===== src/rtl/mips_pkg.sv =====
// Shared definitions for the register-file write path.
// Holds the register/data widths and the write-request record.
package mips_pkg;

  localparam int REG_ADDR_W = 3;
  localparam int DATA_W     = 8;
  localparam int NUM_REGS   = 8;

  typedef struct packed {
    logic [REG_ADDR_W-1:0] dest;
    logic [DATA_W-1:0]     data;
  } writeReq_t;

  // One-hot decode of a request's destination, used to build the busy mask.
  function automatic logic [NUM_REGS-1:0] destOneHot(input writeReq_t req);
    return NUM_REGS'(1) << req.dest;
  endfunction

endpackage


===== src/rtl/sync_fifo.sv =====
// Synchronous FIFO with full/empty/count and a head-first view of every slot.
// Slot i of orderedData is meaningful only while i < count.
module sync_fifo #(
  parameter int DEPTH = 2,
  parameter int WIDTH = 8,
  localparam int PTR_W = (DEPTH > 1) ? $clog2(DEPTH) : 1
) (
  input  logic                          clk,
  input  logic                          reset,
  input  logic                          push,
  input  logic                          pop,
  input  logic [WIDTH-1:0]              wrData,
  output logic                          full,
  output logic                          empty,
  output logic [PTR_W:0]                count,
  output logic [DEPTH-1:0][WIDTH-1:0]   orderedData
);

  logic [DEPTH-1:0][WIDTH-1:0] mem;
  logic [PTR_W-1:0]            wrPtr;
  logic [PTR_W-1:0]            rdPtr;
  logic                        doPush;
  logic                        doPop;

  assign full   = (count == (PTR_W+1)'(DEPTH));
  assign empty  = (count == '0);
  assign doPush = push && !full;
  assign doPop  = pop && !empty;

  always_ff @(posedge clk) begin
    if (reset) begin
      wrPtr <= '0;
      rdPtr <= '0;
      count <= '0;
    end else begin
      if (doPush) wrPtr <= wrPtr + 1'b1;
      if (doPop)  rdPtr <= rdPtr + 1'b1;
      unique case ({doPush, doPop})
        2'b10:   count <= count + 1'b1;
        2'b01:   count <= count - 1'b1;
        default: ;
      endcase
    end
  end

  // Storage needs no reset: a slot is only observed once it has been written.
  always_ff @(posedge clk) begin
    if (doPush) mem[wrPtr] <= wrData;
  end

  always_comb begin
    orderedData = '0;
    for (int i = 0; i < DEPTH; i++)
      orderedData[i] = mem[rdPtr + PTR_W'(i)];
  end

endmodule


===== src/rtl/regfile_write_arbiter.sv =====
// Shares the register-file write port between writeback (priority) and a
// queued loader port, with a starvation guard that briefly stalls writeback.
module regfile_write_arbiter
  import mips_pkg::*;
#(
  parameter int DEPTH        = 2,
  parameter int STARVE_LIMIT = 4
) (
  input  logic                  clk,
  input  logic                  reset,
  input  logic                  wb_valid,
  input  logic [REG_ADDR_W-1:0] wb_dest,
  input  logic [DATA_W-1:0]     wb_data,
  output logic                  wb_stall,
  input  logic                  ld_valid,
  output logic                  ld_ready,
  input  logic [REG_ADDR_W-1:0] ld_dest,
  input  logic [DATA_W-1:0]     ld_data,
  output logic                  write_reg,
  output logic [REG_ADDR_W-1:0] rDest,
  output logic [DATA_W-1:0]     writeData,
  output logic [NUM_REGS-1:0]   busy_mask
);

  localparam int CNT_W  = $clog2(STARVE_LIMIT + 1);
  localparam int FIFO_W = $bits(writeReq_t);
  localparam int PTR_W  = (DEPTH > 1) ? $clog2(DEPTH) : 1;

  logic                         fifoFull;
  logic                         fifoEmpty;
  logic [PTR_W:0]               fifoCount;
  logic [DEPTH-1:0][FIFO_W-1:0] queued;
  logic                         doPush;
  logic                         grantHead;
  logic                         grantWb;
  logic [CNT_W-1:0]             starveCnt;
  writeReq_t                    head;
  writeReq_t                    loaderReq;

  assign loaderReq = '{dest: ld_dest, data: ld_data};
  assign head      = queued[0];
  assign ld_ready  = !fifoFull && !reset;
  assign doPush    = ld_valid && ld_ready;

  // A saturated counter forces the head through, ignoring the stalled wb request.
  assign wb_stall  = !reset && !fifoEmpty && (starveCnt == CNT_W'(STARVE_LIMIT));
  assign grantHead = !fifoEmpty && (wb_stall || !wb_valid);
  assign grantWb   = !grantHead && wb_valid;

  sync_fifo #(
    .DEPTH (DEPTH),
    .WIDTH (FIFO_W)
  ) loaderFifo (
    .clk         (clk),
    .reset       (reset),
    .push        (doPush),
    .pop         (grantHead),
    .wrData      (loaderReq),
    .full        (fifoFull),
    .empty       (fifoEmpty),
    .count       (fifoCount),
    .orderedData (queued)
  );

  always_ff @(posedge clk) begin
    if (reset) begin
      write_reg <= 1'b0;
      rDest     <= '0;
      writeData <= '0;
    end else begin
      write_reg <= grantHead || grantWb;
      if (grantHead) begin
        rDest     <= head.dest;
        writeData <= head.data;
      end else if (grantWb) begin
        rDest     <= wb_dest;
        writeData <= wb_data;
      end
    end
  end

  always_ff @(posedge clk) begin
    if (reset || fifoEmpty || grantHead)
      starveCnt <= '0;
    else if (starveCnt != CNT_W'(STARVE_LIMIT))
      starveCnt <= starveCnt + 1'b1;
  end

  always_comb begin
    busy_mask = '0;
    for (int i = 0; i < DEPTH; i++)
      if (i < int'(fifoCount)) busy_mask = busy_mask | destOneHot(queued[i]);
  end

endmodule


===== config.mk =====
export PLATFORM = sky130hd
export DESIGN_NAME = regfile_write_arbiter
export DESIGN_NICKNAME = d
export VERILOG_FILES = /design/src/rtl/mips_pkg.sv /design/src/rtl/sync_fifo.sv /design/src/rtl/regfile_write_arbiter.sv
export SDC_FILE = /design/constraint.sdc
export NUM_CORES = 1
export LEC_CHECK = 0
export ABC_AREA = 1
export CORE_ASPECT_RATIO = 1.2
export CORE_MARGIN = 2
export CORE_UTILIZATION = 53
export DETAILED_ROUTE_END_ITERATION = 7
export GPL_ROUTABILITY_DRIVEN = 0
export PLACE_DENSITY = 0.95
export SYNTH_ARGS = -nofsm -noshare
export SYNTH_HDL_FRONTEND = slang
export SYNTH_SLANG_ARGS = --single-unit

===== constraint.sdc =====
create_clock -name clk -period 4.3 [get_ports clk]
set_clock_uncertainty 0.1 [all_clocks]
set_input_delay 1.29 -clock clk [delete_from_list [all_inputs] [get_ports clk]]
set_output_delay 1.29 -clock clk [all_outputs]
set_load 0.02 [all_outputs]

# After elaboration in Yosys (flattened, before gate mapping)

Cells that the tools add are included.

Register bits: 41
Bits of input ports: 26
Output and inout bits: 22

Add/subtract/negate cells: 5
$lt $le $gt $ge: 6
Eq/ne operators: 5
Shifts and indexed selects: 2
Multiplexer cells: 14
Bitwise operators: 1
Reduce and logical (&&, ||, !) cells: 21

Operators with widths:

| kind                                               | count |
|---|---|
| two-way mux 11 bit                                 | 5 |
| two-way mux 8 bit                                  | 4 |
| bitwise mux 22 bit                                 | 1 |
| << shifter 1 x 3 -> 8 bit, first input constant    | 2 |
| demux 11 bit (select 1 bit)                        | 1 |
| logical AND 1 bit                                  | 9 |
| OR 8 bit                                           | 1 |
| < comparator 1 x 2 -> 1 bit, second input constant | 3 |
| two-way mux 3 bit                                  | 2 |
| logical NOT 1 bit                                  | 5 |
| == test 2 bit, second input constant               | 2 |
| logical OR 1 bit                                   | 4 |
| < comparator 1 x 2 -> 1 bit, first input constant  | 2 |
| one-hot mux 2 bit (2 select lines)                 | 1 |
| nonzero test 2 bit                                 | 2 |
| adder 3 x 1 -> 3 bit, second input constant        | 1 |
| == test 3 bit, second input constant               | 1 |
| != test 3 bit, second input constant               | 1 |
| adder 1 bit, second input constant                 | 2 |
| adder 2 x 1 -> 2 bit, second input constant        | 1 |
| == test 2 x 1 -> 1 bit, second input constant      | 1 |
| logical NOT 2 bit                                  | 1 |
| subtractor 2 x 1 -> 2 bit, second input constant   | 1 |
| >= comparator 1 bit, second input constant         | 1 |

# Logic depth before layout (Yosys ltp)

Word-level depth: 10
Gate-level depth with buffers: 11

# Modules after synthesis

From an unflattened synthesis, not the netlist that was laid out.

Cells, all modules: 271
Area total of the unflattened synthesis: 2153.3 µm²

By module, submodules not included:

| module                | instances | cells an instance | area an instance (µm²) | seq. area each (µm²) |
|---|---|---|---|---|
| sync_fifo             | 1         | 119               | 1166.1                 | 740.7 |
| regfile_write_arbiter | 1         | 152               | 987.2                  | 300.3 |

# Worst setup path after synthesis

OpenSTA, ideal clock, no wires.

Path kind: input to output
Start point: in reset
End point: out wb_stall
Arrival: 1937 ps
Slack: 973 ps
Stages on the path: 5
Path through: buf_6 -> nor2_4 -> nand2_2 -> buf_4 -> inv_1

Longest elaborated chain between the ends: 3

Ends and longest elaborated chain:

| element                         | RTL line                    | RTL |
|---|---|---|
| start, declared                 | regfile_write_arbiter.sv:10 | `input logic reset,` |
| logical NOT 1 bit               | regfile_write_arbiter.sv:46 | `assign wb_stall = !reset && !fifoEmpty && (starveCnt == CNT_W'(STARVE_LIMIT));` |
| logical AND 1 bit (2 in series) | regfile_write_arbiter.sv:46 |  |
| end, declared                   | regfile_write_arbiter.sv:14 | `output logic wb_stall,` |

No other way between the ends.

# Worst setup path after layout

Same ends and word-level chain as after synthesis.

==> flow_metrics.env <==
export IMPL_routedWlPerCell_um=13.2
export IMPL_grt_pass1_wl_um=7020
export IMPL_synthAdderAreaFrac_pct=3.72
export IMPL_p_per_area_nw_per_um2=538
export IMPL_cp_required_ns=2.91
export IMPL_cp_start_kind="input port"
export IMPL_status="complete, no violations"
export IMPL_postRouteAntennaNets=0
export IMPL_area_growth_pct=28.7
export IMPL_power_switching_mw=0.547
export IMPL_n_fill_cell=256
export IMPL_synthMuxAreaShare_pct=0
export IMPL_p_clk_share_pct=17.3
export IMPL_clk_pin_slew_ns=0.08
export IMPL_synth_top_family_by_area="simple AND/OR/NAND/NOR gates"
export IMPL_drt_total_wl_um=4290
export IMPL_critPathKind="in2out"
export IMPL_synth_xor_area_share_pct=1.30
export IMPL_pwr_share_seq_pct=38.1
export IMPL_min_path_type="reg2reg"
export IMPL_final_cell_mix="47 x clkdlybuf4s50_1, 38 x nand2_1, 28 x nor2_1"
export IMPL_synth_seq_area_share_pct=51.5
export IMPL_cts_max_level=2
export IMPL_grt_pass1_vias=1624
export IMPL_ys_types=26
export IMPL_die_area_um2=4320
export IMPL_port_buffers=47
export IMPL_rsz0062_at_grt="no"
export IMPL_core_area_um2=3630
export IMPL_hold_viol=0
export IMPL_cp_arrival_ns=2.74
export IMPL_final_common_cell="clkdlybuf4s50_1"
export IMPL_comb_power_share_pct=44.5
export IMPL_cp_end_kind="output pin"
export IMPL_reg_top3="loaderFifo.mem: 22 flops, writeData: 8 flops"
export IMPL_fp_dieH_um=71.6
export IMPL_cp_max_fo=5
export IMPL_grt_max_degree=20
export IMPL_drt_pass1_iter_count=4
export IMPL_vias=1672
export IMPL_p_sw_share_pct=39.1
export IMPL_cts_sinks=41
export IMPL_syn_avg_cell_area_um2=9.10
export IMPL_clockBufferDepth=2
export IMPL_drive_gt1_share_pct=10.6
export IMPL_synth_simple_gate_area_share_pct=25.2
export IMPL_setup_viol=0
export IMPL_maxSlewViolCount=0
export IMPL_period_needed_ns=4.13
export IMPL_cts_buffers_inserted=5
export IMPL_clockRootBuffer="clkbuf_8"
export IMPL_antenna_found_initial=0
export IMPL_p_leak_nw=1.07
export IMPL_cts_tree="done"
export IMPL_max_cap_violations=0
export IMPL_timing_fmax_mhz=242
export IMPL_ios=48
export IMPL_p_int_mw=0.852
export IMPL_cts_resized_gates=0
export IMPL_grt_total_usage_pct=21.6
export IMPL_diodes=0
export IMPL_period_share_pct=96.1
export IMPL_ys_warn_count=0
export IMPL_synth_compound_area_share_pct=9.91
export IMPL_max_vdd_ir_drop_mv=0.277
export IMPL_tns_ns=0
export IMPL_via_per_inst=5.14
export IMPL_drtIter0Drc=102
export IMPL_syn_nets=254
export IMPL_die_width_um=60.4
export IMPL_clk_latency_ns=0.29
export IMPL_rows=24
export IMPL_total_power_mw=1.40
export IMPL_largest_reg_flops=22
export IMPL_ys_ff_latch=41
export IMPL_synth_cells=222
export IMPL_layout_nets=304
export IMPL_initial_core_util_pct=55.6
export IMPL_gr_total_overflow=0
export IMPL_cts_setup_buffers=0
export IMPL_dp_final_hpwl_um=3190
export IMPL_drc_errors=0
export IMPL_hold_buffers=0
export IMPL_slew_headroom_pct=60.6
export IMPL_tightest_slew_ns=0.590
export IMPL_regMostFlops="loaderFifo.mem"
export IMPL_netlist_area_um2=2020
## kinds of logic (layout without fill, tap and decap cells)
kind of cell | after synthesis | after routing
AND/OR/NAND/NOR | 107 | 107
flip-flops | 41 | 41
buffers and inverters | 33 | 84
AO/OA/AOI/OAI | 32 | 32
adder cells (fa/ha/maj) | 6 | 6
XOR/XNOR | 3 | 3
## cell type report
| type | instances | area (um^2) | area share [%] |
|---|---|---|---|
| repair buffers | 52 | 508 | 19.5 |
| multi-input cells | 148 | 810 | 31.2 |
| clock inverters | 1 | 8.76 | 0.337 |
| flip-flops and latches | 41 | 1040 | 40.1 |
| clock buffers | 7 | 76.3 | 2.94 |
| inverters | 24 | 90.1 | 3.47 |
| well taps | 52 | 65.1 | 2.50 |
## critical path, cell delays in order
cell and delay (ns):
clkdlybuf4s50_1 0.54, nor2_4 0.19, nand2_2 0.08, inv_1 0.05, clkdlybuf4s50_1 0.59
## synth_stat cells, drive strengths merged
master | instances | area [um^2]
inv | 24 | 90.1
nand3 | 24 | 120
edfxtp | 22 | 661
o2111a | 1 | 11.3
ha | 6 | 75.1
clkbuf | 1 | 3.75
dfxtp | 19 | 380
xnor2 | 1 | 8.76
nor2 | 31 | 143
nand3b | 9 | 67.6
nor3 | 1 | 5.00
o21ai | 24 | 150
xor2 | 2 | 17.5
a21oi | 7 | 38.8
nand2 | 42 | 173
buf | 8 | 75.1
## power groups by stage
stage                     logic, mW  clock network, mW  registers, mW
after floorplan               0.409                  0          0.566
after global placement        0.599                  0          0.537
after detailed placement      0.616                  0          0.541
after CTS                     0.622              0.249          0.533
after global routing          0.685              0.266          0.540
final                         0.623              0.243          0.534
## path summary, 6_finish.rpt
kind / slack, ns / depth (start not counted) / endpoint / startpoint
worst max register to register: 2.04 / 10 / loaderFifo.count[1] / loaderFifo.count[0]
worst min register to register: 0.37 / 2 / writeData[4] / writeData[4]
worst max-delay path: 0.17 / 5 / wb_stall / reset
worst min-delay path: 0.37 / 2 / writeData[4] / writeData[4]
## through the flow
step	setup WS (ns)	utilization [%]	area, um^2	hold slack, ns	instances
after global placement	0.165	69.2	2510	0.357	317
after detailed placement	0.173	69.2	2510	0.360	317
final	0.167	71.5	2600	0.369	325
after floorplan	0.973	-	2020	0.359	222
after global routing	0.0841	71.5	2600	0.399	325
after CTS	0.166	71.5	2600	0.372	325
## metal layers
layer	track usage [%]	wire length (um)	vias up
met2	36.0	2210	61
met1	25.9	1770	768
li1	-	-	833
met5	0	0	-
met4	10.6	99	0
met3	4.51	218	10
Note: power is estimated with default switching activity, not from simulation.
